### src/rtl/ahb_bridge_pkg.sv
// ahb_bridge_pkg: FSM states, AHB encodings and default wait limit for the MMIO bridge
package ahb_bridge_pkg;
  typedef enum logic [2:0] {IDLE, WR, RD, RD_RESP, ERR1, ERR2} state_e;
  localparam logic [1:0] HTRANS_IDLE = 2'b00, HTRANS_BUSY = 2'b01, HTRANS_NONSEQ = 2'b10, HTRANS_SEQ = 2'b11;
  localparam logic [2:0] HSIZE_BYTE = 3'd0, HSIZE_HALF = 3'd1, HSIZE_WORD = 3'd2;
  localparam int TIMEOUT_DEF = 15;
endpackage

### src/rtl/ahb_lane_dec.sv
// ahb_lane_dec: byte-lane mask and alignment check from HSIZE and HADDR[1:0]
module ahb_lane_dec
  import ahb_bridge_pkg::*;
(
  input  logic [2:0] hsize,
  input  logic [1:0] addr_lo,
  output logic [3:0] mask,
  output logic       misaligned
);
  // sizes above a word have no lane mapping and are always flagged
  always_comb begin
    mask = (hsize == HSIZE_BYTE) ? 4'b0001 << addr_lo :
           (hsize == HSIZE_HALF) ? (addr_lo[1] ? 4'b1100 : 4'b0011) :
           (hsize == HSIZE_WORD) ? 4'b1111 : 4'b0000;
    misaligned = (hsize == HSIZE_BYTE) ? 1'b0 :
                 (hsize == HSIZE_HALF) ? addr_lo[0] :
                 (hsize == HSIZE_WORD) ? |addr_lo : 1'b1;
  end
endmodule

### src/rtl/ahb_mmio_bridge_v2.sv
// ahb_mmio_bridge_v2: AHB-Lite slave to MMIO bridge; AHB_BRIDGE_TIMEOUT_EN adds a wait-cycle timeout
module ahb_mmio_bridge_v2
  import ahb_bridge_pkg::*;
#(
  parameter int AWIDTH  = 16,
  parameter int TIMEOUT = TIMEOUT_DEF
) (
  input  logic              clk,
  input  logic              reset,
  input  logic              HSEL,
  input  logic              HREADY,
  input  logic              HWRITE,
  input  logic [1:0]        HTRANS,
  input  logic [31:0]       HADDR,
  input  logic [2:0]        HSIZE,
  input  logic [31:0]       HWDATA,
  output logic              HREADYOUT,
  output logic              HRESP,
  output logic [31:0]       HRDATA,
  output logic              MMIO_EN,
  output logic [3:0]        MMIO_WEA,
  output logic [AWIDTH-3:0] MMIO_ADDR,
  output logic [31:0]       MMIO_DIN,
  input  logic [31:0]       MMIO_DOUT,
  input  logic              MMIO_RDY
);
  state_e            state_q, state_d;
  logic [AWIDTH-3:0] addr_q, addr_d;
  logic [3:0]        mask_q, mask_d, lane_mask;
  logic [31:0]       rdata_q, rdata_d;
  logic              misaligned, accept, tmo;
  logic              unused_haddr;

  assign unused_haddr = ^HADDR[31:AWIDTH];
  assign MMIO_ADDR    = addr_q;
  assign MMIO_DIN     = HWDATA;
  assign HRDATA       = rdata_q;

  ahb_lane_dec u_dec (
    .hsize     (HSIZE),
    .addr_lo   (HADDR[1:0]),
    .mask      (lane_mask),
    .misaligned(misaligned)
  );

`ifdef AHB_BRIDGE_TIMEOUT_EN
  logic [7:0] cnt_q, cnt_d;

  assign tmo = !MMIO_RDY && cnt_q == 8'(TIMEOUT - 1);

  // wait counter restarts on every accepted transfer and counts stalled MMIO cycles
  always_comb begin
    cnt_d = accept ? 8'd0 : ((state_q == WR || state_q == RD) && !MMIO_RDY) ? cnt_q + 8'd1 : cnt_q;
  end

  // wait counter register
  always_ff @(posedge clk or negedge reset) begin
    if (!reset) cnt_q <= '0;
    else cnt_q <= cnt_d;
  end
`else
  assign tmo = 1'b0;
`endif

  // per-state outputs and next state; an accepted address phase overrides the next state
  always_comb begin
    state_d   = state_q;
    addr_d    = addr_q;
    mask_d    = mask_q;
    rdata_d   = rdata_q;
    HREADYOUT = 1'b1;
    HRESP     = 1'b0;
    MMIO_EN   = 1'b0;
    MMIO_WEA  = 4'b0000;
    case (state_q)
      WR: begin
        MMIO_EN   = 1'b1;
        MMIO_WEA  = mask_q;
        HREADYOUT = MMIO_RDY;
        state_d   = MMIO_RDY ? IDLE : tmo ? ERR1 : WR;
      end
      RD: begin
        MMIO_EN   = 1'b1;
        HREADYOUT = 1'b0;
        rdata_d   = MMIO_RDY ? MMIO_DOUT : rdata_q;
        state_d   = MMIO_RDY ? RD_RESP : tmo ? ERR1 : RD;
      end
      ERR1: begin
        HRESP     = 1'b1;
        HREADYOUT = 1'b0;
        state_d   = ERR2;
      end
      ERR2: begin
        HRESP   = 1'b1;
        state_d = IDLE;
      end
      default: state_d = IDLE;
    endcase
    accept = HSEL && HREADY && HTRANS[1] && HREADYOUT;
    if (accept) begin
      addr_d  = HADDR[AWIDTH-1:2];
      mask_d  = lane_mask;
      state_d = misaligned ? ERR1 : HWRITE ? WR : RD;
    end
  end

  // state, request and read-data registers
  always_ff @(posedge clk or negedge reset) begin
    if (!reset) begin
      state_q <= IDLE;
      addr_q  <= '0;
      mask_q  <= '0;
      rdata_q <= '0;
    end else begin
      state_q <= state_d;
      addr_q  <= addr_d;
      mask_q  <= mask_d;
      rdata_q <= rdata_d;
    end
  end
endmodule

### config.mk
export PLATFORM = sky130hd
export DESIGN_NAME = ahb_mmio_bridge_v2
export DESIGN_NICKNAME = d
export VERILOG_FILES = /design/src/rtl/ahb_bridge_pkg.sv /design/src/rtl/ahb_lane_dec.sv /design/src/rtl/ahb_mmio_bridge_v2.sv
export SDC_FILE = /design/constraint.sdc
export NUM_CORES = 1
export LEC_CHECK = 0
export CORE_MARGIN = 2
export CORE_UTILIZATION = 37
export DETAILED_ROUTE_END_ITERATION = 12
export PLACE_DENSITY_LB_ADDON = 0.2
export SETUP_SLACK_MARGIN = 0.1
export SLEW_MARGIN = 20
export SYNTH_ARGS = -nofsm -noshare
export SYNTH_HDL_FRONTEND = slang
export SYNTH_HIERARCHICAL = 1
export SYNTH_SLANG_ARGS = --single-unit
### constraint.sdc
create_clock -name clk -period 4.6 [get_ports clk]
set_clock_uncertainty 0.05 [all_clocks]
set_input_delay 0.92 -clock clk [delete_from_list [all_inputs] [get_ports clk]]
set_output_delay 0.92 -clock clk [all_outputs]
set_load 0.05 [all_outputs]
==> results of run 1 <==
[layer usage]
metal | part of all wire [%] | routed length [um] | global-route usage [%] | vias up
met5 | 0 | 0 | 0 | -
li1 | - | - | - | 801
met3 | 11 | 567 | 5.972 | 6
met1 | 39 | 2058 | 15.71 | 821
met2 | 48 | 2531 | 23.25 | 74
met4 | 1.2 | 62 | 4.336 | 0
[power groups by stage]
stage	sequential (W)	combinational [W]	clock, W
global route	0.000830	0.00160	0.000348
floorplan	0.00145	0.000451	0
finish	0.000797	0.00153	0.000317
global placement	0.000799	0.00153	0
CTS	0.000800	0.00154	0.000331
detailed placement	0.000806	0.00154	0
[flip-flops by register name, summed over array words and instances (netlist names)]
name,cells
HRDATA,32
MMIO_ADDR,14
mask_q,4
state_q,3
[area by class of cell]
type / instances / area (um^2)
clock inverter: 2 / 38.79
timing repair buffer: 112 / 1111
clock buffer: 6 / 72.57
multi-input combinational: 96 / 913.4
fill: 576 / 3176
inverter: 5 / 18.77
tap: 80 / 100.1
sequential: 53 / 1326
[stage by stage]
| stage | power [W] | hold slack (ns) | worst slack, ns |
|---|---|---|---|
| floorplan | 0.001900 | 0.4227 | 1.492 |
| global route | 0.002774 | 0.4656 | 0.9587 |
| finish | 0.002643 | 0.4418 | 1.028 |
| CTS | 0.002674 | 0.4497 | 1.010 |
| detailed placement | 0.002348 | 0.4275 | 1.011 |
| global placement | 0.002334 | 0.4177 | 1.015 |
[worst paths after layout]
kind,startpoint,endpoint,depth (start not counted)
min,HRDATA[6]$_DFFE_PN0P_,HRDATA[6]$_DFFE_PN0P_,1
max in group asynchronous,reset,state_q[0]$_DFF_PN0_,2
max,MMIO_RDY,HREADYOUT,4
min in group asynchronous,reset,HRDATA[28]$_DFFE_PN0P_,2
max reg2reg,state_q[2]$_DFF_PN0_,HRDATA[23]$_DFFE_PN0P_,3
min reg2reg,HRDATA[6]$_DFFE_PN0P_,HRDATA[6]$_DFFE_PN0P_,1
[critical path: stages]
cell	delay (ns)
clkdlybuf4s50_1	0.54
nor4b_2	0.09
nor3b_1	0.22
clkdlybuf4s50_1	0.83
[kinds of logic (layout without fill, tap and decap cells)]
family,after synthesis,count (layout),share of synthesized area [%]
compound gates,17,17,4.004
buf+inv,45,125,12.60
flops,53,53,51.76
mux,50,50,23.44
simple gates,29,29,8.203
[cells in the final DEF (no fill, tap or decap), drive strengths merged]
cell           count
clkdlybuf4s50    109
dfrtp             53
mux2              50
a21oi              7
and3               6
clkbuf             6
inv                5
nor2               4
o21ai              4
nand2              3
nand2b             3
buf                3
nand3              2
nor3               2
nor4b              2
nor3b              2
or3b               1
and4b              1
or4                1
a31oi              1
a221oi             1
o211ai             1
o2111ai            1
and2b              1
nand4              1
clkinv             1
bufinv             1
a21o               1
o21bai             1
==> impl_results.md, run 1 <==
- Status: completed
- Vias in the first global route: 1780
- P_sw: ~0.0012 W
- TritonCTS clock tree: built
- Net Sw Frac: about 46%
- Post-synthesis sequential area ratio: 51.76%
- Post-detail-place hpwl: 3753 um
- Initial drt markers: 53
- Post-Place Cells: 346
- Worst Hold Class: reg -> reg
- Die Wd: 87.22 um
- Via density: between 4 and 5
- FMAX: 280.0 MHz
- Post-synth top area share: 51.76%
- Synth top area cells: dfrtp_1 52%, mux2_2 17%, buf_4 9.7%
- Dpl cell area: 3470 um^2
- Core area: 6756 um^2
- Buffers on Ports: 110
- Syn nets: between 300 and 400
- Final #Nets: 380
- Die area: approximately 7600 um^2
- Worst R2R Setup Slack: 2.53 ns
- Tightest Pin Transition: 0.7667 ns
- Top-count cell post-synth: dfrtp_1
- GRT Util Overall: about 14%
- Clock sink total: 53
- Largest fanout on the critical path: 4
- WS Path Type: in -> out
- Initial Util: 37.93%
- Number of distinct library cells after synthesis: 34
- Setup crit start kind: primary input
- Total gr overflow: 0
- DRC: 0
- Wire per inst: 14.74 um
- Fin crit share: 77.64%
- Post-Route Setup TNS: 0 ns
- Main synth FF type: dfrtp_1
- Initial antenna violation count: 0
- Setup Buffers After CTS: 0
- Post-layout minimum cycle time: 3.572 ns
- Final Hold Viols: 0
- Layout Area Growth over Synthesis: 39.75%
- Final GP Congestion: 0.7918
- TritonRoute pass-1 iters: 4
- ANT nets after route: 0
- Final std cell area, no fill: roughly 3600 um^2
- Clock share of power: 12.0%
- Commonest cells post-synth: 53 x dfrtp_1, 38 x mux2_2, 33 x buf_4
- Via count: between 1500 and 2000
- Clock root cell: clkbuf_8
- Slew headroom: a little under 50%
- CTS clk-pin slew, worst paths: approximately 0.090 ns
- Layout Cells excl Fill: 354
- Pin count of the biggest net entering global routing: 54
- Max H-tree Level: 2
- Critical path data required time: ~3.6 ns
- #FFs+latches synth: 53
- Async set-reset flop share out of synthesis: 100.0%
- Die height: 87.22 um
- Critical Path AT: 2.60 ns
- Detailed Route WL: 5219 um
- Sequential power share: 30.2%
- Gate power share: 57.8%
- MaxCap Viol Count: 0
- P per Cell Area: 738.2 nW/um^2
- Syn Area/Cell: roughly 13 um^2
- Int Power: 0.001425 W
- Element type at the critical path end: output pin
- Maximum VDD drop: 0.3813 mV
- Post-synth top area cell: dfrtp_1
- Clock Tree Buf Depth: 2
- Leak: 1.575 nW
- First-pass GRT wire length: slightly above 8000 um
- Final Slew Violations: 0
- Io pins: 192
- Antenna diodes: 0
- Share of cells above drive strength 1: 23.72%
- CTS-repair resized insts: 0
- Synth Warn #: 6
- Post-route core utilization: 53.00%
- Row Count: 30
- Setup violations, final: 0
- Synth Instances: 194
- Mapped Area: around 2600 um^2
- Number of flops mapped to enable cells by yosys: 0
- Clock latency on the worst-skew pair: 0.29 ns
- Cts bufs inserted: 5
- Hold_buf cts: 0
- RSZ-0062 raised after global routing: no
Power figures use the tool's default switching activity.
==> inputs of run 2 (changes only) <==
--- a/config.mk
+++ b/config.mk
@@ -6,7 +6,7 @@
 export NUM_CORES = 1
 export LEC_CHECK = 0
 export CORE_MARGIN = 2
-export CORE_UTILIZATION = 37
+export CORE_UTILIZATION = 34
 export DETAILED_ROUTE_END_ITERATION = 12
 export PLACE_DENSITY_LB_ADDON = 0.2
 export SETUP_SLACK_MARGIN = 0.1
==> constraint.sdc (replaced) <==
create_clock -name clk -period 3.65 [get_ports clk]
set_clock_uncertainty 0.05 [all_clocks]
set_input_delay 0.73 -clock clk [delete_from_list [all_inputs] [get_ports clk]]
set_output_delay 0.73 -clock clk [all_outputs]
set_load 0.05 [all_outputs]
==> run 2 against run 1 <==
Compared with the run above:
- power rose by 23%
- global-route usage fell by 0.29 points
- register-to-register slack got worse by 0.94 ns
- sequential cell count unchanged
- non-clock buffer count unchanged
- setup slack worse by 0.58 ns
- routed wire length grew 4.0%
- sequential share of layout area grew 0.078 points
- hold slack worse by 0.0045 ns
- final area fell by 0.21%
- critical path type unchanged
- highest routed layer unchanged
==> impl_results.md, run 2 (synthesized netlist as in run 1, its figures left out) <==
- Share of cells above drive strength 1: around 23%
- Setup Buffers After CTS: 0
- Hold_buf cts: 0
- ANT nets after route: 0
- Cts bufs inserted: 5
- Slew headroom: 49.84%
- Clock latency on the worst-skew pair: between 0.2 and 0.3 ns
- FMAX: 311.9 MHz
- Row Count: 31
- P per Cell Area: 909.1 nW/um^2
- Status: completed
- Final Slew Violations: 0
- Pin count of the biggest net entering global routing: 34
- Commonest non-fill, non-tap cell in the layout: clkdlybuf4s50_1
- CTS clk-pin slew, worst paths: approximately 0.090 ns
- Setup crit start kind: primary input
- Worst R2R Start: state_q[0]$_DFF_PN0_
- Antenna diodes: 0
- Leak: 1.559 nW
- Via density: between 4 and 5
- Overall Power: 0.003249 W
- Buffers on Ports: 110
- Clock sink total: 53
- Via count: 1732
- Io pins: around 190
- Core area: 7292 um^2
- Most frequent cells in the layout: 109 x clkdlybuf4s50_1, 53 x dfrtp_1, 38 x mux2_2, 10 x mux2_4, 7 x a21oi_1
- Wire per inst: 14.55 um
- RSZ-0062 raised after global routing: no
- Final #Nets: 380
- Clock Tree Buf Depth: 2
- Largest fanout on the critical path: 4
- Final GP Congestion: between 0.7 and 0.8
- Max H-tree Level: 2
- Maximum VDD drop: 0.5194 mV
- Worst Setup SP: MMIO_RDY
- Element type at the critical path end: output pin
- Tightest Pin Transition: 0.7524 ns
- Post-layout minimum cycle time: approximately 3.2 ns
- Initial Util: between 30% and 40%
- Post-Route Setup TNS: 0 ns
- TritonCTS clock tree: built
- MaxCap Viol Count: 0
- Initial drt markers: 40
- DRC: 0
- Detailed Route WL: 5428 um
- Clock root cell: clkbuf_8
- Post-detail-place hpwl: about 4000 um
- Critical Path AT: 2.43 ns
- Worst Hold Class: in -> async
- Die area: approximately 8200 um^2
- CTS-repair resized insts: 0
- Initial antenna violation count: 0
- Max reg flops: 32
- Critical path data required time: 2.87 ns
- Fin crit share: 87.83%
- WS Path Type: in -> out
- Vias in the first global route: 1719
- Setup violations, final: 0
- Total gr overflow: 0
- TritonRoute pass-1 iters: 4
- Layout Area Growth over Synthesis: 39.45%
- Slowest cell delay on critical path: 0.83 ns
- First-pass GRT wire length: a little under 9000 um
- CP delay by family, top: buffers and inverters
- Die Wd: slightly above 90 um
- Die height: slightly above 90 um
- CP Buf/Inv Count: 2
- Final std cell area, no fill: 3573 um^2
- Worst-path cell chain: clkdlybuf4s50_1, nor4b_2, nor3b_1, clkdlybuf4s50_1
- Most frequent CP cell: clkdlybuf4s50_1
- GRT Util Overall: 13.47%
- Slowest-stage cell, CP: clkdlybuf4s50_1
- Dpl cell area: around 3500 um^2
- Fill count: 718
- Final Hold Viols: 0
-- run 2: changes by cell type in the layout (fill, tap and decap cells not counted), sizes merged --
cell and delta:
clkbuf +2, bufinv -1, clkinv -1
-- run 2: per-stage QoR --
stage	hold slack [ns]	worst slack (ns)	std cells	util, %
6_report	0.4372	0.4442	373	49.00
5_1_grt	0.4716	0.3762	373	49.00
4_1_cts	0.4464	0.4290	373	49.00
3_5_place_dp	0.4261	0.4448	365	47.91
3_3_place_gp	0.4199	0.4669	365	47.91
2_1_floorplan	0.3844	0.9217	194	-
-- run 2: worst paths after layout --
kind | to | slack, ns | cells past startpoint
min reg2reg | HRDATA[2]$_DFFE_PN0P_ | 0.44 | 1
max in group asynchronous | HRDATA[23]$_DFFE_PN0P_ | 2.35 | 2
min | HRDATA[13]$_DFFE_PN0P_ | 0.44 | 1
max | HREADYOUT | 0.44 | 4
max reg2reg | HRDATA[23]$_DFFE_PN0P_ | 1.59 | 3
min in group clk | HRDATA[2]$_DFFE_PN0P_ | 0.44 | 1
-- run 2: final cells by class --
class                           instances  area, um^2  share of cell area (%)
Timing Repair Buffer                  112        1111                   31.09
Inverter                                5       18.77                  0.5252
Clock buffer                            8       80.08                   2.241
Tap cell                               99       123.9                   3.466
Multi-Input combinational cell         96       913.4                   25.56
Sequential cell                        53        1326                   37.11
-- run 2: power breakdown --
part           internal [W]  total (W)  leakage (nW)  switching [W]
sequential         0.000850    0.00101         0.691       0.000158
combinational      0.000741    0.00193         0.829        0.00119
clock              0.000137   0.000311        0.0395       0.000175
-- run 2: layer usage --
layer	global-route usage, %	part of all wire [%]	up-vias
met3	4.424	8.4	24
met2	21.02	48	88
li1	-	-	798
met4	6.061	2.7	0
met5	0	0	-
met1	17.03	41	822
==> inputs of run 3 (changes only) <==
--- a/config.mk
+++ b/config.mk
@@ -5,8 +5,10 @@
 export SDC_FILE = /design/constraint.sdc
 export NUM_CORES = 1
 export LEC_CHECK = 0
+export CELL_PAD_IN_SITES_DETAIL_PLACEMENT = 1
+export CELL_PAD_IN_SITES_GLOBAL_PLACEMENT = 1
 export CORE_MARGIN = 2
-export CORE_UTILIZATION = 34
+export CORE_UTILIZATION = 25
 export DETAILED_ROUTE_END_ITERATION = 12
 export PLACE_DENSITY_LB_ADDON = 0.2
 export SETUP_SLACK_MARGIN = 0.1
==> run 3 against run 2 <==
Compared with the run above:
- first-iteration DRC count increased by 2.5%
- count of clock-buffer cells in the layout down 2
- register-to-register slack lost 0.11 ns
- via count rose by 1.9%
- core utilization decreased by 12 points
- largest cell class unchanged
==> impl_results.md, run 3 (synthesized netlist as in run 1, its figures left out) <==
- Element type at the critical path end: output pin
- Clock latency on the worst-skew pair: around 0.30 ns
- Slowest-stage cell, CP: clkdlybuf4s50_1
- Buffers on Ports: 110
- Worst-path cell chain: clkdlybuf4s50_1, nor4b_2, nor3b_1, clkdlybuf4s50_1
- Via density: about 4.3
- Die height: between 100 and 150 um
- Max reg flops: 32
- Wire per inst: approximately 15 um
- Die Wd: 105.2 um
- Clock root cell: clkbuf_8
- Tightest Pin Transition: approximately 0.8 ns
- First-pass GRT wire length: ~10000 um
- Layout Area Growth over Synthesis: 42.97%
- Worst Setup SP: MMIO_RDY
- Detailed Route WL: 6231 um
- Clock Tree Buf Depth: 2
- Leak: 1.582 nW
- Status: completed
- Slowest cell delay on critical path: 0.71 ns
- Worst Hold Class: in -> async
- Die area: 11080 um^2
- MaxCap Viol Count: 0
- Critical path data required time: 2.87 ns
- Final Hold Viols: 0
- Cts bufs inserted: 5
- Commonest non-fill, non-tap cell in the layout: clkdlybuf4s50_1
- TritonCTS clock tree: built
- Worst R2R Start: state_q[0]$_DFF_PN0_
- Setup crit start kind: primary input
- Io pins: roughly 190
- Post-detail-place hpwl: 4662 um
- Initial drt markers: 41
- WHS: approximately 0.32 ns
- Row Count: 36
- Slew headroom: 45.64%
- WS Path Type: in -> out
- Most frequent cells in the layout: 109 x clkdlybuf4s50_1, 53 x dfrtp_1, 38 x mux2_2, 10 x mux2_4, 7 x a21oi_1
- Final Slew Violations: 0
- Final #Nets: 381
- Pin count of the biggest net entering global routing: 33
- Final GP Congestion: 0.7500
- Critical Path AT: roughly 2.4 ns
- Setup violations, final: 0
- Initial Util: 25.98%
- Max H-tree Level: 2
- Via count: 1765
- GRT Util Overall: 11.68%
- Clock sink total: 53
- CP Buf/Inv Count: 2
- Setup Buffers After CTS: 0
- Hold_buf cts: 0
- CTS-repair resized insts: 0
- Share of cells above drive strength 1: about 24%
- RSZ-0062 raised after global routing: no
- Fin crit share: just under 90%
- Largest fanout on the critical path: 4
- Total gr overflow: 0
- ANT nets after route: 0
- CP delay by family, top: buffers and inverters
- DRC: 0
- Vias in the first global route: between 1500 and 2000
- Post-Route Setup TNS: 0 ns
- CTS clk-pin slew, worst paths: roughly 0.10 ns
- Overall Power: 0.003376 W
- Core area: 9864 um^2
- FMAX: roughly 310 MHz
- Post-layout minimum cycle time: roughly 3.2 ns
- Most frequent CP cell: clkdlybuf4s50_1
- Antenna diodes: 0
- Maximum VDD drop: 0.4556 mV
- P per Cell Area: 921.6 nW/um^2
- Initial antenna violation count: 0
- TritonRoute pass-1 iters: 3
-- run 3: cell count changes in the layout (fill, tap and decap cells not counted) --
cell | previous run | this run
buf_4 | 2 | 3
clkinvlp_4 | 0 | 1
clkbuf_8 | 5 | 6
bufinv_16 | 0 | 1
clkbuf_1 | 3 | 0
-- run 3: worst paths after layout --
path	to	slack, ns	cells past startpoint
max	HREADYOUT	0.46	4
min reg2reg	HRDATA[2]$_DFFE_PN0P_	0.44	1
max reg2reg	HRDATA[1]$_DFFE_PN0P_	1.48	3
min in group clk	HRDATA[2]$_DFFE_PN0P_	0.44	1
min	HRDATA[25]$_DFFE_PN0P_	0.32	1
max in group asynchronous	HRDATA[3]$_DFFE_PN0P_	2.57	2
-- run 3: metal layers --
metal | vias to the layer above | GRT usage (%) | share of wire [%]
met5 | - | 0 | 0
met1 | 897 | 13.41 | 40
met2 | 61 | 20.83 | 53
met4 | 0 | 3.619 | 1.2
met3 | 7 | 3.401 | 6.3
li1 | 800 | - | -
-- run 3: cell type report --
| class | instances | area [um^2] |
|---|---|---|
| fillers | 1055 | 6201 |
| flip-flops and latches | 53 | 1326 |
| repair buffers | 113 | 1119 |
| multi-input cells | 96 | 913.4 |
| well taps | 133 | 166.4 |
| clock buffers | 6 | 82.58 |
| clock inverters | 2 | 37.54 |
| inverters | 5 | 18.77 |
-- run 3: where the power goes --
part	total (W)	internal, W	leakage [nW]	switching (W)
logic	0.00195	0.000742	0.834	0.00120
clock network	0.000421	0.000223	0.0574	0.000198
registers	0.00101	0.000849	0.691	0.000159
total	0.00338	0.00181	1.58	0.00156
-- run 3: through the flow --
stage | std cells | cell area [um^2] | util, % | worst slack (ns)
3_3_place_gp | 400 | 3543 | 35.92 | 0.4384
5_1_grt | 408 | 3664 | 37.14 | 0.3993
3_5_place_dp | 400 | 3543 | 35.92 | 0.4682
4_1_cts | 408 | 3664 | 37.14 | 0.4443
2_1_floorplan | 194 | 2562 | - | 0.9217
6_report | 408 | 3664 | 37.14 | 0.4597
